`src/rtl/ps2_keystroke.sv`:
```
`default_nettype none
// ============================================================================
// Module   : ps2_keystroke
// Purpose  : PS/2 keyboard receiver for the snake game. Deserialises 11-bit
//            device-to-host frames, checks start/parity/stop framing, tracks
//            E0/F0 prefixes and holds one level bit per game key.
// Ports    : clk        system clock
//            rst        synchronous active-high reset
//            ps2_clk    raw PS/2 clock pin (asynchronous)
//            ps2_data   raw PS/2 data pin (asynchronous)
//            keystroke  [0]W [1]S [2]A [3]D [4]Up [5]Down [6]Left [7]Right
//                       [8]Space [9]Esc
//            key_event  one-cycle pulse when keystroke changes
//            scan_code  last valid data byte
//            frame_err  one-cycle pulse on start/parity/stop/timeout error
// Revision : 1.0  initial release
// ============================================================================
module ps2_keystroke #(
    parameter int FILTER_LEN     = 4,
    parameter int TIMEOUT_CYCLES = 200000
) (
    input  logic       clk,
    input  logic       rst,
    input  logic       ps2_clk,
    input  logic       ps2_data,
    output logic [9:0] keystroke,
    output logic       key_event,
    output logic [7:0] scan_code,
    output logic       frame_err
);

    localparam int             c_TO_W   = $clog2(TIMEOUT_CYCLES);
    localparam logic [c_TO_W-1:0] c_TO_MAX = c_TO_W'(TIMEOUT_CYCLES - 1);
    localparam logic [3:0]     c_LAST_BIT = 4'd10;

    typedef enum logic [1:0] {
        S_IDLE  = 2'd0,
        S_SHIFT = 2'd1,
        S_CHECK = 2'd2
    } state_t;

    // ------------------------------------------------------------------
    // Input conditioning: two-flop synchronisers, then a history filter
    // whose output only moves once FILTER_LEN samples agree.
    // ------------------------------------------------------------------
    logic                  r_clk_s1, r_clk_s2, r_data_s1, r_data_s2;
    logic [FILTER_LEN-1:0] r_clk_hist, r_data_hist;
    logic                  r_clk_filt, r_data_filt, r_clk_filt_d;
    logic                  w_fall;

    always_ff @(posedge clk) begin
        if (rst) begin
            r_clk_s1     <= 1'b1;
            r_clk_s2     <= 1'b1;
            r_data_s1    <= 1'b1;
            r_data_s2    <= 1'b1;
            r_clk_hist   <= '1;
            r_data_hist  <= '1;
            r_clk_filt   <= 1'b1;
            r_data_filt  <= 1'b1;
            r_clk_filt_d <= 1'b1;
        end else begin
            r_clk_s1     <= ps2_clk;
            r_clk_s2     <= r_clk_s1;
            r_data_s1    <= ps2_data;
            r_data_s2    <= r_data_s1;
            r_clk_hist   <= {r_clk_hist[FILTER_LEN-2:0], r_clk_s2};
            r_data_hist  <= {r_data_hist[FILTER_LEN-2:0], r_data_s2};
            if (&r_clk_hist)       r_clk_filt  <= 1'b1;
            else if (~|r_clk_hist) r_clk_filt  <= 1'b0;
            if (&r_data_hist)       r_data_filt <= 1'b1;
            else if (~|r_data_hist) r_data_filt <= 1'b0;
            r_clk_filt_d <= r_clk_filt;
        end
    end

    // Visible in the cycle after the filtered clock drops.
    assign w_fall = r_clk_filt_d & ~r_clk_filt;

    // ------------------------------------------------------------------
    // Receive FSM
    // ------------------------------------------------------------------
    state_t              r_state, w_state_next;
    logic [3:0]          r_bit_cnt, w_bit_cnt_next;
    logic [9:0]          r_shift, w_shift_next;
    logic [c_TO_W-1:0]   r_to_cnt, w_to_cnt_next;
    logic                w_err;
    logic                w_byte_ok;

    always_comb begin
        w_state_next   = r_state;
        w_bit_cnt_next = r_bit_cnt;
        w_shift_next   = r_shift;
        w_err          = 1'b0;
        w_byte_ok      = 1'b0;

        // Timeout counter only runs inside a frame and saturates at the limit.
        if (w_fall || (r_state != S_SHIFT))
            w_to_cnt_next = '0;
        else if (r_to_cnt != c_TO_MAX)
            w_to_cnt_next = r_to_cnt + 1'b1;
        else
            w_to_cnt_next = r_to_cnt;

        case (r_state)
            S_IDLE: begin
                if (w_fall) begin
                    if (!r_data_filt) begin
                        w_state_next   = S_SHIFT;
                        w_bit_cnt_next = 4'd1;
                        w_shift_next   = '0;
                    end else begin
                        w_err = 1'b1;
                    end
                end
            end
            S_SHIFT: begin
                if (w_fall) begin
                    // LSB-first: after ten shifts [7:0]=data, [8]=parity, [9]=stop.
                    w_shift_next   = {r_data_filt, r_shift[9:1]};
                    w_bit_cnt_next = r_bit_cnt + 4'd1;
                    if (r_bit_cnt == c_LAST_BIT)
                        w_state_next = S_CHECK;
                end else if (r_to_cnt == c_TO_MAX) begin
                    w_err        = 1'b1;
                    w_state_next = S_IDLE;
                end
            end
            S_CHECK: begin
                w_state_next = S_IDLE;
                if ((^r_shift[8:0]) && r_shift[9])
                    w_byte_ok = 1'b1;
                else
                    w_err = 1'b1;
            end
            default: begin
                w_state_next = S_IDLE;
            end
        endcase
    end

    // ------------------------------------------------------------------
    // Decoder
    // ------------------------------------------------------------------
    logic [7:0] r_byte;
    logic       r_byte_vld;
    logic       r_e0, r_f0, w_e0_next, w_f0_next;
    logic [9:0] r_keys, w_keys_next;
    logic       w_hit;
    logic [3:0] w_idx;

    always_comb begin
        w_hit = 1'b1;
        w_idx = 4'd0;
        case ({r_e0, r_byte})
            9'h01D:  w_idx = 4'd0;
            9'h01B:  w_idx = 4'd1;
            9'h01C:  w_idx = 4'd2;
            9'h023:  w_idx = 4'd3;
            9'h029:  w_idx = 4'd8;
            9'h076:  w_idx = 4'd9;
            9'h175:  w_idx = 4'd4;
            9'h172:  w_idx = 4'd5;
            9'h16B:  w_idx = 4'd6;
            9'h174:  w_idx = 4'd7;
            default: w_hit = 1'b0;
        endcase
    end

    always_comb begin
        w_keys_next = r_keys;
        w_e0_next   = r_e0;
        w_f0_next   = r_f0;
        if (r_byte_vld) begin
            if (r_byte == 8'hE0) begin
                w_e0_next = 1'b1;
            end else if (r_byte == 8'hF0) begin
                w_f0_next = 1'b1;
            end else begin
                if (w_hit)
                    w_keys_next[w_idx] = ~r_f0;
                w_e0_next = 1'b0;
                w_f0_next = 1'b0;
            end
        end
        // A framing error loses the prefix sequence but keeps held keys.
        if (w_err) begin
            w_e0_next = 1'b0;
            w_f0_next = 1'b0;
        end
    end

    always_ff @(posedge clk) begin
        if (rst) begin
            r_state    <= S_IDLE;
            r_bit_cnt  <= 4'd0;
            r_shift    <= '0;
            r_to_cnt   <= '0;
            r_byte     <= 8'h00;
            r_byte_vld <= 1'b0;
            r_e0       <= 1'b0;
            r_f0       <= 1'b0;
            r_keys     <= '0;
            key_event  <= 1'b0;
            scan_code  <= 8'h00;
            frame_err  <= 1'b0;
        end else begin
            r_state    <= w_state_next;
            r_bit_cnt  <= w_bit_cnt_next;
            r_shift    <= w_shift_next;
            r_to_cnt   <= w_to_cnt_next;
            r_byte_vld <= w_byte_ok;
            if (w_byte_ok) begin
                r_byte    <= r_shift[7:0];
                scan_code <= r_shift[7:0];
            end
            r_e0      <= w_e0_next;
            r_f0      <= w_f0_next;
            r_keys    <= w_keys_next;
            key_event <= (w_keys_next != r_keys);
            frame_err <= w_err;
        end
    end

    assign keystroke = r_keys;

endmodule
`default_nettype wire

```
`config.mk`:
```
export PLATFORM = sky130hd
export DESIGN_NAME = ps2_keystroke
export DESIGN_NICKNAME = d
export VERILOG_FILES = /design/src/rtl/ps2_keystroke.sv
export SDC_FILE = /design/constraint.sdc
export NUM_CORES = 1
export LEC_CHECK = 0
export CAP_MARGIN = 10
export CORE_MARGIN = 2
export CORE_UTILIZATION = 56
export CTS_CLUSTER_DIAMETER = 150
export DETAILED_ROUTE_END_ITERATION = 6
export PLACE_DENSITY = 0.76
export SYNTH_ARGS = -nofsm -noshare
export SYNTH_HDL_FRONTEND = slang
export SYNTH_SLANG_ARGS = --single-unit
export TNS_END_PERCENT = 5
```
`constraint.sdc`:
```
create_clock -name clk -period 2.81 [get_ports clk]
set_input_delay 0.7025 -clock clk [delete_from_list [all_inputs] [get_ports clk]]
set_output_delay 0.7025 -clock clk [all_outputs]
set_load 0.02 [all_outputs]
```
==> results.py <==
metrics = {
    "run_status": {
        "outcome": "finished, final reports clean",
    },
    "floorplan": {
        "initial_core_util_pct": 58.2,
        "std_cell_rows": 28,
        "die_height_um": 82.4,
        "fp.coreArea_mm2": 0.00592,
        "die_x_um": 82.4,
        "design.die.area_mm2": 0.00679,
        "ios": 24,
    },
    "yosys": {
        "synth_area_leader_cell": "dfxtp_1",
        "synthesis.area_per_instance_um2": 8.85,
        "synth_top_cell_area_share_pct": 41.8,
        "synth_fa_ha_area_share_pct": 1.09,
        "synthesis.area_mm2": 0.00344,
        "post_synth_and_or_nand_nor_area_fraction_pct": 28.2,
        "yosys_most_used_dff": "dfxtp_1",
        "yosys_register_bits": 72,
        "synth_xor_area_share_pct": 6.25,
        "postSynthNetCount": 396,
        "synth-seq-area-share_pct": 41.8,
        "synth_edf_count": 0,
        "synthTopCellsByArea": "dfxtp_1 (42%), nor2_1 (6.1%), mux2i_1 (5.5%), nand3_1 (3.9%), a21oi_1 (3.5%)",
        "ys_top_cells_by_count": "dfxtp_1 (72), nor2_1 (56), nand2_1 (31)",
        "synthCells": 389,
        "most_instantiated_library_cell_after_synthesis": "dfxtp_1",
        "synth_top_family_by_area": "simple AND/OR/NAND/NOR gates",
        "synth.area.mux_share_pct": 6.94,
        "post_synth_num_cell_types": 63,
        "synthArstFlopShare_pct": 0,
        "synth-compound-area-share_pct": 12.1,
        "yosys_warnings": 0,
    },
    "power": {
        "power.ir.vdd_worst_mv": 0.479,
        "power.density_mw_per_mm2": 478,
        "power.leakage_uw": 0.00146,
    },
    "finish": {
        "finalNonFillerCells": 489,
        "final_core_utilization_pct": 66.2,
        "multi_input_comb_area_mm2": 0.00188,
        "syn_to_final_growth_pct": 13.7,
        "num-nets-final": 416,
        "seqCellArea_mm2": 0.00144,
        "diodes": 0,
        "layout.filler_cells": 497,
        "layout_cell_share_with_drive_strength_beyond_1_pct": 12.1,
    },
    "setup_path": {
        "start_kind": "flip-flop",
        "crit_required_ns": 3.03,
        "cp.arrival_ns": 2.74,
        "crit_fanout": 12,
        "timing.setup.critical_path_class": "reg2reg",
        "setup.worst_path.end_class": "flip-flop",
    },
    "grt": {
        "maximum_number_of_pins_on_one_net_before_global_route_repair": 54,
        "grt_pass1_wl_um": 11400,
        "globalRouteMet1Util_pct": 26.7,
        "use_met2_pct": 35.6,
        "grt_most_used_layer": "met2",
        "grtUsageTotal_pct": 21.8,
        "met3_usage_pct": 5.33,
        "grt.overflow.total": 0,
        "antenna_found_initial": 0,
        "vias_in_the_first_global_route": 2583,
    },
    "clock_tree": {
        "cts.path.max_buffers": 2,
        "clock_insertion_delay_worst_skew_ns": 0.35,
        "cts_setup_buffers": 0,
        "tritoncts_clock_tree": "done",
        "hold_buffers": 0,
        "clkSlewWorstSetupHoldPaths_ns": 0.08,
        "post_cts.resized_instances": 0,
        "clockRootBuffer": "clkbuf_8",
        "cts-buffers-inserted": 9,
        "tritoncts_num_sinks": 72,
        "ctsHtreeMaxLevel": 3,
    },
    "timing": {
        "period_share_pct": 89.6,
        "finalWorstPathRequiredPeriod_ns": 2.52,
        "final_hold_viol_count": 0,
        "clock_skew_ns": 0.0124,
        "setup-violations-final": 0,
        "achievable-frequency_mhz": 397,
        "tightest_slew_ns": 0.929,
        "setup-tns-final_ns": 0,
        "timing.max_slew.rel_slack_pct": 38.0,
        "setup_repair_after_global_routing_missed_its_margin": "false",
        "drv_slew": 0,
    },
    "placed_design": {
        "gp_congestion": 0.808,
        "detailed_place_hpwl_um": 4660,
        "place.detailed.instances": 473,
        "port-buffer-count": 23,
    },
    "routing": {
        "routedWlPerCell_um": 13.7,
        "vias_per_cell": 5.62,
        "wl_um": 6680,
        "ant_nets": 0,
        "detailed_route_drc_error_count": 0,
        "vias": 2750,
        "dr.pass1.iters": 4,
        "dr.first_iter.drc_count": 127,
    },
    "worst_hold_path": {
        "min_path_type": "reg2reg",
    },
    "run": {
        "drv.max_cap_violation_count": 0,
    },
}
==> registers in the layout (all words and copies together), names as in the netlist, 2 cells and up <==
register     flops
keystroke       10
r_bit_cnt        4
r_byte           8
r_clk_hist       4
r_data_hist      4
r_shift         10
r_state          2
r_to_cnt        18
==> final cells by class <==
class	instances	area share (%)
multi-input combinational	290	48.0
clock inverter	6	1.72
timing repair buffer	28	6.83
sequential	72	36.8
inverter	8	0.767
tap	75	2.40
clock buffer	10	3.51
==> report_power, final <==
part / leakage, µW / total [µW] / internal [µW] / switching, µW
clock network: 0.0000989 / 826 / 437 / 390
registers: 0.000581 / 1030 / 1020 / 1.60
logic: 0.000776 / 21.3 / 8.44 / 12.8
total: 0.00146 / 1870 / 1470 / 404
==> cell families after synthesis <==
group / count (synthesis)
AOI/OAI and AO/OA: 58
xor gates and xnor gates: 23
adders and majority gates: 3
buffers and inverters: 27
DFF: 72
muxes: 22
and+or+nand+nor: 184
==> worst max-delay path, cell delays in order (launching register included) <==
cell,delay [ns]
dfxtp_1,0.57
and3b_1,0.28
a32oi_1,0.10
o2bb2ai_1,0.79
nor4b_1,0.10
o31ai_1,0.29
a32o_1,0.21
a31oi_1,0.07
==> worst paths after layout <==
kind                            slack (ns)         to  cells past startpoint  startpoint
worst min register to register        0.42  r_data_s2                      1   r_data_s1
worst max-delay path                  0.29  key_event                      7   r_byte[1]
worst max register to register        0.29  key_event                      7   r_byte[1]
worst min-delay path                  0.42  r_data_s2                      1   r_data_s1
==> metrics by stage <==
step                hold slack (ns)  power, µW  worst slack [ns]  cell area [µm²]
detailed placement            0.399       1070             0.314             3710
floorplan                     0.389       1060             0.746             3440
CTS                           0.421       1900             0.327             3920
global placement              0.393       1070             0.438             3710
global route                  0.430       1940            0.0880             3920
finish                        0.418       1870             0.293             3920
==> cells in the final DEF, fill, tap and decap left out, types with 2 or more instances in the layout <==
master	synthesis	layout
nor4b_1	3	3
or2_2	13	13
a21oi_1	24	24
dfxtp_1	72	72
inv_1	8	8
nand3b_1	3	3
clkbuf_8	0	10
mux2i_1	19	19
nand3_1	27	27
a2bb2oi_1	2	2
buf_4	1	5
nor2b_1	4	4
nor4_1	2	2
and3_1	7	7
nor2_1	56	56
nor3b_1	4	4
a22oi_1	2	2
clkinvlp_4	0	2
o21ai_0	5	5
nor3_1	10	10
o21bai_1	2	2
and3b_1	3	3
a32oi_1	2	2
nand4_1	2	2
or3_1	3	3
and2_1	3	3
xnor2_1	10	10
xor2_1	12	12
nand2_1	31	31
a31oi_1	4	4
a211oi_1	4	4
clkdlybuf4s50_1	0	23
ha_1	3	3
==> layer usage <==
metal  share of wire (%)  up-vias
met3                 3.0       10
met5                   0        -
li1                    -     1396
met4                 2.0        0
met1                  47     1299
met2                  48       45
No activity file was read; power rests on OpenSTA's default activity.
